[config.mk]
export PLATFORM = sky130hd
export DESIGN_NAME = dmem_arbiter
export DESIGN_NICKNAME = d
export VERILOG_FILES = /design/src/rtl/dmem_pkg.sv /design/src/rtl/dmem_starve_ctr.sv /design/src/rtl/dmem_arbiter.sv
export SDC_FILE = /design/constraint.sdc
export NUM_CORES = 1
export LEC_CHECK = 0
export ABC_AREA = 1
export BUFFER_PORTS_ARGS = -buffer_cell sky130_fd_sc_hd__buf_2
export CAP_MARGIN = 5
export CORE_AREA = 5 5 115 117
export DETAILED_ROUTE_END_ITERATION = 6
export DIE_AREA = 0 0 120 122
export SYNTH_ARGS = -nofsm -noshare
export SYNTH_HDL_FRONTEND = slang
export SYNTH_SLANG_ARGS = --single-unit
[constraint.sdc]
create_clock -name clk -period 2.1 [get_ports clk]
set_clock_uncertainty 0.05 [all_clocks]
set_input_delay 0.21 -clock clk [delete_from_list [all_inputs] [get_ports clk]]
set_output_delay 0.21 -clock clk [all_outputs]
set_load 0.03 [all_outputs]
[src/rtl/dmem_pkg.sv]
// -----------------------------------------------------------------------------
// dmem_pkg
// Shared types and defaults for the data-memory arbiter slice.
//   arb_state_e : arbiter FSM state (CPU_PRI, DBG_FORCE)
//   port_sel_e  : which requester currently drives the memory port
//   DEFAULT_*   : default parameter values used by the arbiter modules
// -----------------------------------------------------------------------------
package dmem_pkg;

   typedef enum logic {
      CPU_PRI   = 1'b0,
      DBG_FORCE = 1'b1
   } arb_state_e;

   typedef enum logic {
      SEL_CPU = 1'b0,
      SEL_DBG = 1'b1
   } port_sel_e;

   localparam int DEFAULT_DATA_W     = 32;
   localparam int DEFAULT_ADDR_W     = 32;
   localparam int DEFAULT_DEPTH      = 85;
   localparam int DEFAULT_STARVE_MAX = 4;

endpackage

[src/rtl/dmem_starve_ctr.sv]
// -----------------------------------------------------------------------------
// dmem_starve_ctr
// Counts consecutive cycles in which the debug port asks for the memory and
// is refused. Saturates at STARVE_MAX and raises force_o when the next count
// reaches STARVE_MAX, so the arbiter can hand the following cycle to debug.
// Ports:
//   clk, rst_n  : clock, asynchronous active-low reset
//   dbg_req_i   : debug port is requesting this cycle
//   dbg_gnt_i   : debug port was granted this cycle
//   force_o     : next count equals STARVE_MAX (combinational)
// -----------------------------------------------------------------------------
module dmem_starve_ctr
   import dmem_pkg::*;
#(
   parameter int STARVE_MAX = DEFAULT_STARVE_MAX
) (
   input  logic clk,
   input  logic rst_n,
   input  logic dbg_req_i,
   input  logic dbg_gnt_i,
   output logic force_o
);

   localparam int CNT_W = $clog2(STARVE_MAX + 1);

   logic [CNT_W-1:0] cnt_q;
   logic [CNT_W-1:0] cnt_d;

   // A grant or an idle debug port ends the starvation run; otherwise each
   // refused cycle adds one, holding at the cap.
   always_comb begin
      cnt_d = cnt_q;
      if (!dbg_req_i || dbg_gnt_i) begin
         cnt_d = '0;
      end else if (cnt_q != CNT_W'(STARVE_MAX)) begin
         cnt_d = cnt_q + CNT_W'(1);
      end
   end

   // The force decision looks at the next value so the forced grant lands on
   // the cycle right after the STARVE_MAX-th refusal.
   assign force_o = (cnt_d == CNT_W'(STARVE_MAX));

   always_ff @(posedge clk or negedge rst_n) begin
      if (!rst_n) begin
         cnt_q <= '0;
      end else begin
         cnt_q <= cnt_d;
      end
   end

endmodule

[src/rtl/dmem_arbiter.sv]
// -----------------------------------------------------------------------------
// dmem_arbiter
// Shares a single-ported data memory between the MEM-stage CPU port and a
// debug/loader port. CPU has fixed priority; a starvation cap forces one
// debug grant. Out-of-range addresses never write and read back as zero.
// Ports:
//   clk, rst_n                    : clock, asynchronous active-low reset
//   cpu_req_i/we_i/addr_i/wdata_i : CPU access request
//   cpu_gnt_o, cpu_rdata_o        : CPU grant and load data (combinational)
//   cpu_stall_o                   : CPU requested but was not granted
//   dbg_req_i/we_i/addr_i/wdata_i : debug access request
//   dbg_gnt_o                     : debug grant (combinational)
//   dbg_rvalid_o, dbg_rdata_o     : registered debug read result
//   err_o, err_sticky_o           : out-of-range grant pulse / sticky flag
//   mem_a_o, mem_wd_o, mem_we_o   : memory address, write data, write enable
//   mem_rd_i                      : memory combinational read data
// -----------------------------------------------------------------------------
module dmem_arbiter
   import dmem_pkg::*;
#(
   parameter int DATA_W     = DEFAULT_DATA_W,
   parameter int ADDR_W     = DEFAULT_ADDR_W,
   parameter int DEPTH      = DEFAULT_DEPTH,
   parameter int STARVE_MAX = DEFAULT_STARVE_MAX
) (
   input  logic              clk,
   input  logic              rst_n,
   input  logic              cpu_req_i,
   input  logic              cpu_we_i,
   input  logic [ADDR_W-1:0] cpu_addr_i,
   input  logic [DATA_W-1:0] cpu_wdata_i,
   output logic              cpu_gnt_o,
   output logic [DATA_W-1:0] cpu_rdata_o,
   output logic              cpu_stall_o,
   input  logic              dbg_req_i,
   input  logic              dbg_we_i,
   input  logic [ADDR_W-1:0] dbg_addr_i,
   input  logic [DATA_W-1:0] dbg_wdata_i,
   output logic              dbg_gnt_o,
   output logic              dbg_rvalid_o,
   output logic [DATA_W-1:0] dbg_rdata_o,
   output logic              err_o,
   output logic              err_sticky_o,
   output logic [ADDR_W-1:0] mem_a_o,
   output logic [DATA_W-1:0] mem_wd_o,
   output logic              mem_we_o,
   input  logic [DATA_W-1:0] mem_rd_i
);

   arb_state_e        state_q;
   port_sel_e         sel;
   logic              cpu_gnt;
   logic              dbg_gnt;
   logic              grant_any;
   logic              granted_we;
   logic              in_range;
   logic              force_next;
   logic              dbg_rvalid_q;
   logic [DATA_W-1:0] dbg_rdata_q;
   logic              err_q;
   logic              err_sticky_q;

   dmem_starve_ctr #(
      .STARVE_MAX (STARVE_MAX)
   ) u_starve (
      .clk       (clk),
      .rst_n     (rst_n),
      .dbg_req_i (dbg_req_i),
      .dbg_gnt_i (dbg_gnt),
      .force_o   (force_next)
   );

   // Grant decision: CPU wins in CPU_PRI, debug wins in DBG_FORCE, and the
   // other side picks up the cycle when the preferred one is idle.
   always_comb begin
      cpu_gnt = 1'b0;
      dbg_gnt = 1'b0;
      sel     = SEL_CPU;
      case (state_q)
         DBG_FORCE: begin
            if (dbg_req_i) begin
               dbg_gnt = 1'b1;
               sel     = SEL_DBG;
            end else if (cpu_req_i) begin
               cpu_gnt = 1'b1;
            end
         end
         default: begin
            if (cpu_req_i) begin
               cpu_gnt = 1'b1;
            end else if (dbg_req_i) begin
               dbg_gnt = 1'b1;
               sel     = SEL_DBG;
            end
         end
      endcase
   end

   // Arbiter FSM. DBG_FORCE lasts exactly one cycle: either debug takes its
   // grant or it has dropped the request, and either way CPU priority returns.
   always_ff @(posedge clk or negedge rst_n) begin
      if (!rst_n) begin
         state_q <= CPU_PRI;
      end else begin
         case (state_q)
            CPU_PRI:   if (force_next) state_q <= DBG_FORCE;
            DBG_FORCE: state_q <= CPU_PRI;
            default:   state_q <= CPU_PRI;
         endcase
      end
   end

   // Memory port mux. With no grant the CPU values stay on the bus but the
   // write strobe is held low; reset also gates the strobe immediately.
   always_comb begin
      mem_a_o    = (sel == SEL_DBG) ? dbg_addr_i  : cpu_addr_i;
      mem_wd_o   = (sel == SEL_DBG) ? dbg_wdata_i : cpu_wdata_i;
      granted_we = dbg_gnt ? dbg_we_i : (cpu_gnt & cpu_we_i);
      grant_any  = cpu_gnt | dbg_gnt;
      in_range   = (mem_a_o < ADDR_W'(DEPTH));
      mem_we_o   = rst_n & granted_we & in_range;
   end

   assign cpu_gnt_o   = cpu_gnt;
   assign dbg_gnt_o   = dbg_gnt;
   assign cpu_stall_o = cpu_req_i & ~cpu_gnt;
   assign cpu_rdata_o = (cpu_gnt && in_range) ? mem_rd_i : '0;

   // Registered debug read return and error reporting. Debug read data holds
   // until the next granted debug read; an out-of-range read captures zero.
   always_ff @(posedge clk or negedge rst_n) begin
      if (!rst_n) begin
         dbg_rvalid_q <= 1'b0;
         dbg_rdata_q  <= '0;
         err_q        <= 1'b0;
         err_sticky_q <= 1'b0;
      end else begin
         dbg_rvalid_q <= dbg_gnt & ~dbg_we_i;
         if (dbg_gnt && !dbg_we_i) begin
            dbg_rdata_q <= in_range ? mem_rd_i : '0;
         end
         err_q <= grant_any & ~in_range;
         if (grant_any && !in_range) begin
            err_sticky_q <= 1'b1;
         end
      end
   end

   assign dbg_rvalid_o = dbg_rvalid_q;
   assign dbg_rdata_o  = dbg_rdata_q;
   assign err_o        = err_q;
   assign err_sticky_o = err_sticky_q;

endmodule

==> key figures, run 1 <==
Run status
  – Status: complete, but fails checks
  – Failing checks: negative setup slack

Timing
  – Final Hold Vio Count: 0
  – Max frequency: 391 MHz
  – RSZ-0062 raised after global routing: yes
  – Final worst path period share: 122%
  – Final setup viols: 33
  – Slew Viols, Final: 0
  – PnR worst setup slack: -0.456 ns
  – Least-Margin Pin Slew: 0.498 ns
  – Max-slew headroom: 66.8%
  – Crit path time final: 2.56 ns

Clock network
  – Skew-Pair Late Insertion Delay: 0.28 ns
  – CTS Hold Bufs: 0
  – Clk buf depth: 2
  – CTS tree: yes
  – Clk sink count: 39
  – TritonCTS buffer count: 5
  – CTS Root Cell: clkbuf_16
  – Clk slew on worst S/H paths: 0.06 ns
  – H-tree depth: 2

Placement
  – Dpl cells: 1,048
  – RePlAce Congestion: 0.834
  – HPWL after DPL: between 10,000 and 15,000 um
  – Dpl ws: -0.226 ns
  – Buffers added on ports: 300

Yosys
  – Mapped Area: 3340 um2
  – Yosys reg bits: 39
  – Post-synthesis cell count: 581
  – Mean post-synth cell area: 5.75 um2
  – Netlist cell types: 27
  – Synth warn: 0
  – Synth area leader: dfrtp_1
  – Ranking of synthesized cells by area: dfrtp_1 29%, nand2_1 29%, inv_1 11%
  – Top cell type's share of synthesized area: 29.2%
  – Post-Syn Nets: about 750
  – Sequential area share after synthesis: 29.2%

Finish
  – Ant diodes: 0
  – Share of layout cells above drive strength 1: between 40% and 50%
  – Finished Layout Cells: 1,064
  – Multi-input gate area: 2110 um2
  – P&R area growth vs syn: 84.9%
  – Nets: 1,081
  – Register area: between 900 and 1000 um2
  – Number of fill cells: approximately 1,300

Power and ir drop
  – Pwr Density: 411 nW/um2
  – Final Total Pwr: 2.54 mW
  – Leakage: 3.93 nW
  – Worst IR drop on VDD: 0.000275 V

Hold path
  – HP Class: input pin to asynchronous set/reset pin

Routing
  – Vias: roughly 4,600
  – Initial drt markers: 264
  – DRT Wirelength: 14,900 um
  – DRC Markers: 0
  – Remaining antenna violation count: 0
  – Routed vias/inst: 4.30
  – First drt pass iteration count: 4
  – Routed WL per cell: between 10 and 15 um

Worst setup path
  – Critical Path RT: 1.84 ns
  – Reg2reg setup slack: 0.02 ns
  – Setup crit start kind: flip-flop
  – WP data arrival: 2.30 ns
  – R2R Path Start: state_q
  – CP Class: flip-flop to primary output
  – Max incr delay on CP: 0.42 ns
  – Largest fanout on the critical path: 9
  – CP max stage cell: dfrtp_1
  – Critical Path, Cell by Cell: inv_2, nand2_4, nand2_8, buf_6, nand2_1, nand2_4, nand3_1, nand2_1, nor2_4, nand4_4, buf_12, clkbuf_16, nor2_4, buf_6
  – Crit path capture type: primary output
  – Setup crit start: state_q

GRT
  – Total grt overflow: 0
  – Gr usage total: 18.4%
  – Largest net degree at the start of global routing: 44
  – Antenna violations before repair: 0
  – First-pass GRT wire length: 22,100 um
  – Vias in the first global route: 4,387

Job
  – Max-cap viol count: 0

Floorplan
  – Core ar.: ~12,000 um2
  – Die area: roughly 15,000 um2
  – I/O Pins: between 300 and 400
  – Chip width: between 100 and 150 um
  – Die Y: approximately 120 um
  – Initial Util: 27.3%
  – FP Rows: 41
-- report_power, final --
group          internal, mW  total, mW  switching [mW]
Clock                 0.590      0.870           0.280
Sequential            0.755      0.757         0.00166
Combinational         0.347      0.913           0.566
-- per-stage QoR --
step	hold slack [ns]	TNS, ns	utilization [%]	area (um2)
finish	0.0113	-14.05	50.4	6180
detailed placement	0.334	-7.59	45.2	5540
global route	0.0603	-19.85	50.4	6180
global placement	0.324	-4.94	45.2	5540
CTS	0.0355	-13.49	48.2	5910
floorplan	-0.136	-0.273	-	3620
-- layer usage --
| metal | up-vias | wire (um) | track usage [%] |
|---|---|---|---|
| met1 | 1981 | 5920 | 22.6 |
| met2 | 189 | 7540 | 32.3 |
| met3 | 11 | 1280 | 5.66 |
| met5 | - | 0 | 0 |
| li1 | 2389 | - | - |
| met4 | 0 | 132 | 3.08 |
-- what timing repair did --
action                                  in CTS  in global routing
pin swaps                                    1                 11
gates cloned                                 0                  5
setup buffers                                0                  3
gates resized for setup                     58                 49
endpoints found under the setup margin      91                 97
-- cell type report --
type	instances	share of cell area [%]
inverters	103	6.26
clock buffers	6	2.25
repair buffers	356	37.9
well taps	150	3.04
clock inverters	2	0.567
multi-input cells	408	34.2
flip-flops and latches	39	15.8
-- worst max-delay path: cells and delay by family, from the launching register on --
kind,cells,cell delay (ns)
and+or+nand+nor,9,0.91
buffers and inverters,5,0.69
DFF,1,0.42
-- cell usage in the layout (no fill, tap or decap) --
cell       count
nand3b_1       2
buf_6         36
nand3_1       18
o21ai_1        1
nor3b_1        1
xor2_1         2
clkinv_2       1
inv_1        100
nand2_4        8
nand4_1       32
clkbuf_8       1
nand2_1      239
buf_2        266
o21ai_2        2
or2_2          1
clkbuf_16      8
ha_1           2
nand2_8        2
bufinv_16      1
nor2_2         5
a32o_1         1
buf_12        12
inv_2          3
nor2_4        34
nor3_1         1
nand2_2       12
o21ai_0        1
and2_1         1
nor2_1        41
dfrtp_1       39
nand3_2        1
buf_4         38
nand4_4        1
clkbuf_4       1
-- Yosys cell counts (all sizes together) --
cell type / number
nand2: 260
inv: 103
nor2: 80
dfrtp: 39
nand4: 33
buf: 24
nand3: 19
clkbuf: 8
o21ai: 4
ha: 2
nand3b: 2
xor2: 2
a32o: 1
and2: 1
nor3: 1
nor3b: 1
or2: 1
-- sequential cells by signal, indices dropped and copies added, names as in the netlist --
register and flops:
dbg_rdata_o 32, dbg_rvalid_o 1, err_o 1, err_sticky_o 1, state_q 1, u_starve.cnt_q 3
-- path summary, 6_finish.rpt --
path / to / cells after the start
max: cpu_rdata_o[24] / 14
min: dbg_rdata_o[3] / 2
min in group clk: dbg_rvalid_o / 2
max reg2reg: err_sticky_o / 14
max in group asynchronous: dbg_rdata_o[15] / 2
min reg2reg: err_sticky_o / 2
-- logic make-up (layout without fill, tap and decap cells) --
family	count (synthesis)	in the layout	synth area share, %
fa+ha+maj	2	2	0.748
simple gates	398	399	51.9
flops	39	39	29.2
buf+inv	135	467	16.7
compound gates	5	5	0.898
xor+xnor	2	2	0.524
Note: power is estimated with default switching activity, not from simulation.
==> run 2, diff against run 1 <==
Settings changed: ABC_AREA 1 to 0, CORE_AREA 5 5 115 117 to 5 5 113 115, DIE_AREA 0 0 120 122 to 0 0 118 120, GPL_TIMING_DRIVEN set to 1, PLACE_DENSITY set to 0.58.
==> key figures, run 2 <==
Worst setup path
  – Critical Path, Cell by Cell: buf_6, or4_4, a2111o_1, nor4b_4, buf_12, and2_2, buf_6
  – Top delay family on crit path: simple AND/OR/NAND/NOR gates
  – CP max stage cell: or4_4
  – Setup crit start kind: input pin
  – Crit path capture type: primary output
  – Buf/Inv on CP: 3 (-2)
  – Largest fanout on the critical path: 32 (+23)
  – Reg2reg setup slack: 0.08 ns (+0.06 ns)
  – WP data arrival: 2.10 ns (-0.20 ns)
  – Max incr delay on CP: 0.52 ns (+0.10 ns)
  – CP Class: input pin to primary output
  – Critical Path RT: 1.84 ns (about the same)
  – Critical Path Most Common Cell: buf_6

Run status
  – Failing checks: negative hold slack, negative setup slack
  – Status: complete, but fails checks

Yosys
  – Top_reg_cell synth: dfrtp_1
  – Synth warn: 0 (unchanged)
  – Post-Syn Nets: 480 (-36%)
  – Post-synthesis cell count: 312 (-46%)
  – Sequential area share after synthesis: 35.3% (+6.1 points)
  – Synth area leader: dfrtp_1
  – Netlist cell types: 32 (+19%)
  – EDFF count, synth: 0 (unchanged)
  – Top cell type's share of synthesized area: 35.3% (+6.1 points)
  – Ranking of synthesized cells by area: dfrtp_1 35%, mux2_1 26%, nand2_1 9.5%
  – Ys async rst share: 100% (unchanged)
  – Mean post-synth cell area: 8.86 um2 (+54%)
  – Mapped Area: 2760 um2 (-17%)
  – Yosys reg bits: 39 (unchanged)
  – Most frequent cell after synthesis: nand2_1
  – Synth top cells by count: 70 x nand2_1, 63 x mux2_1, 39 x dfrtp_1

Timing
  – PnR worst setup slack: -0.258 ns (+0.197 ns)
  – Final Hold Vio Count: 25 (+25)
  – Least-Margin Pin Slew: 0.539 ns (+0.0417 ns)
  – RSZ-0062 raised after global routing: yes
  – Max-slew headroom: 64.0% (-2.8 points)
  – Max frequency: 424 MHz (+8.4%)
  – Slew Viols, Final: 0 (unchanged)
  – Crit path time final: 2.36 ns (-0.197 ns)
  – Final setup viols: 33 (unchanged)
  – Fin Hold WS: -0.00773 ns (-0.0190 ns)
  – Setup TNS: -8.01 ns (+6.04 ns)
  – Final worst path period share: 112% (-9.4 points)

Routing
  – Routed WL per cell: 17.2 um (+23%)
  – First drt pass iteration count: 4 (unchanged)
  – Initial drt markers: 163 (-38%)
  – Remaining antenna violation count: 0 (unchanged)
  – DRT Wirelength: 13,200 um (-11%)
  – Vias: 3,516 (-23%)
  – Routed vias/inst: 4.55 (+6.0%)
  – DRC Markers: 0 (unchanged)

Clock network
  – Clk sink count: 39 (unchanged)
  – Clk slew on worst S/H paths: 0.06 ns (about the same)
  – CTS Root Cell: clkbuf_16
  – H-tree depth: 2 (unchanged)
  – Clk buf depth: 2 (unchanged)
  – TritonCTS buffer count: 5 (unchanged)
  – CTS Hold Bufs: 0 (unchanged)
  – CTS tree: yes
  – Skew-Pair Late Insertion Delay: 0.28 ns (about the same)

GRT
  – Largest net degree at the start of global routing: 40 (-9.1%)
  – GR peak layer: met2
  – GRT met2 Usage: 29.3% (-3.0 points)
  – Met1 global-route usage: 20.3% (-2.4 points)
  – Vias in the first global route: 3,651 (-17%)
  – Grt met3 use: 5.33% (-0.34 points)
  – Total grt overflow: 0 (unchanged)
  – First-pass GRT wire length: 19,700 um (-11%)
  – Antenna violations before repair: 1 (+1)
  – Gr usage total: 17.0% (-1.5 points)

Finish
  – Share of layout cells above drive strength 1: 60.1% (+13 points)
  – Finished Layout Cells: 772 (-27%)
  – Nets: 791 (-27%)
  – Most common cell after layout, fill and taps aside: buf_2
  – Most frequent cells in the layout: 259 x buf_2, 69 x nand2_1, 61 x mux2_1, 39 x dfrtp_1, 39 x buf_6
  – P&R area growth vs syn: 88.1%
  – Max reg flops: 32 (unchanged)
  – Post-layout util: 44.4% (-6.0 points)

Placement
  – RePlAce Congestion: 0.952 (+14%)
  – Buffers added on ports: 300 (unchanged)
  – Dpl ws: -0.330 ns (-0.104 ns)
  – HPWL after DPL: 10,900 um (-6.7%)
  – Dpl cells: 754 (-28%)

Job
  – Max-cap viol count: 0 (unchanged)

Power and ir drop
  – Pwr Density: 434 nW/um2 (+5.6%)
  – Worst IR drop on VDD: 0.000308 V (+12%)
  – Leakage: 2.70 nW (-31%)

Floorplan
  – Die area: 14,200 um2 (-3.3%)
  – I/O Pins: 301 (unchanged)
  – Chip width: 118 um (-1.7%)
  – Core ar.: 11,700 um2 (-4.5%)
  – Initial Util: 23.6% (-3.7 points)
  – FP Rows: 40 (-2.4%)
  – Die Y: 120 um (-1.6%)

Hold path
  – HP Class: input pin to asynchronous set/reset pin
-- run 2: cell types whose count changed in the layout (fill, tap and decap cells not counted), moves of 17 or more --
cell,previous run,this run
nand2_1,239,69
inv_1,100,4
mux2_1,0,61
nor2_4,34,0
nor2_1,41,8
o21ai_1,1,33
and2_2,0,31
nand4_1,32,2
buf_4,38,14
nand3_1,18,1
-- run 2: report_power, final --
part           internal (mW)  total [mW]  switching (mW)
combinational          0.322       0.783           0.461
clock                  0.438       0.717           0.279
sequential             0.755       0.757         0.00196
total                   1.51        2.26           0.742
-- run 2: per-layer routing --
metal	wire length, um	vias up
met1	5180	1625
met2	6570	182
li1	-	1693
met4	229	0
met5	0	-
met3	1260	16
-- run 2: through the flow --
| stage | total power, mW | instance area (um2) |
|---|---|---|
| global route | 2.37 | 5200 |
| finish | 2.26 | 5200 |
| detailed placement | 1.48 | 4550 |
| floorplan | 1.14 | 2820 |
| global placement | 1.48 | 4550 |
| CTS | 2.25 | 5000 |
-- run 2: kinds of logic after synthesis --
family / Yosys count / synth area share [%]
adder cells (fa/ha/maj): 2 / 0.905
multiplexers: 63 / 25.7
flip-flops: 39 / 35.3
AO/OA/AOI/OAI: 43 / 8.65
XOR/XNOR: 1 / 0.317
buffers and inverters: 27 / 4.48
AND/OR/NAND/NOR: 137 / 24.7
-- run 2: what timing repair did --
| action | CTS | global route |
|---|---|---|
| cloned | 2 | 6 |
| pin swaps | 3 | 1 |
| endpoints found under the setup margin | 96 | 78 |
| resized for setup | 79 | 19 |
| buffers inserted | 0 | 1 |
-- run 2: final timing paths --
path | startpoint | endpoint | cells after the start
worst max register to register | state_q | err_sticky_o | 6
worst min register to register | dbg_rdata_o[24] | dbg_rdata_o[24] | 2
worst max-delay path | cpu_addr_i[20] | cpu_rdata_o[22] | 7
worst min-delay path | rst_n | dbg_rdata_o[25] | 2
min in group clk | mem_rd_i[26] | dbg_rdata_o[26] | 3
max in group asynchronous | rst_n | dbg_rdata_o[20] | 2
-- run 2: worst register-to-register path: cells and delay by family, from the launching register on --
| family | cells | cell delay (ns) |
|---|---|---|
| AND/OR/NAND/NOR | 3 | 0.80 |
| AO/OA/AOI/OAI | 1 | 0.26 |
| flip-flops | 1 | 0.34 |
| buffers and inverters | 2 | 0.45 |
-- run 2: area by class of cell --
type	instances	area [um2]
sequential	39	976
tap	147	184
inverter	6	22.5
clock inverter	2	12.5
fill	1147	6510
multi-input combinational	247	1770
antenna	1	2.50
clock buffer	6	129
timing repair buffer	324	2100
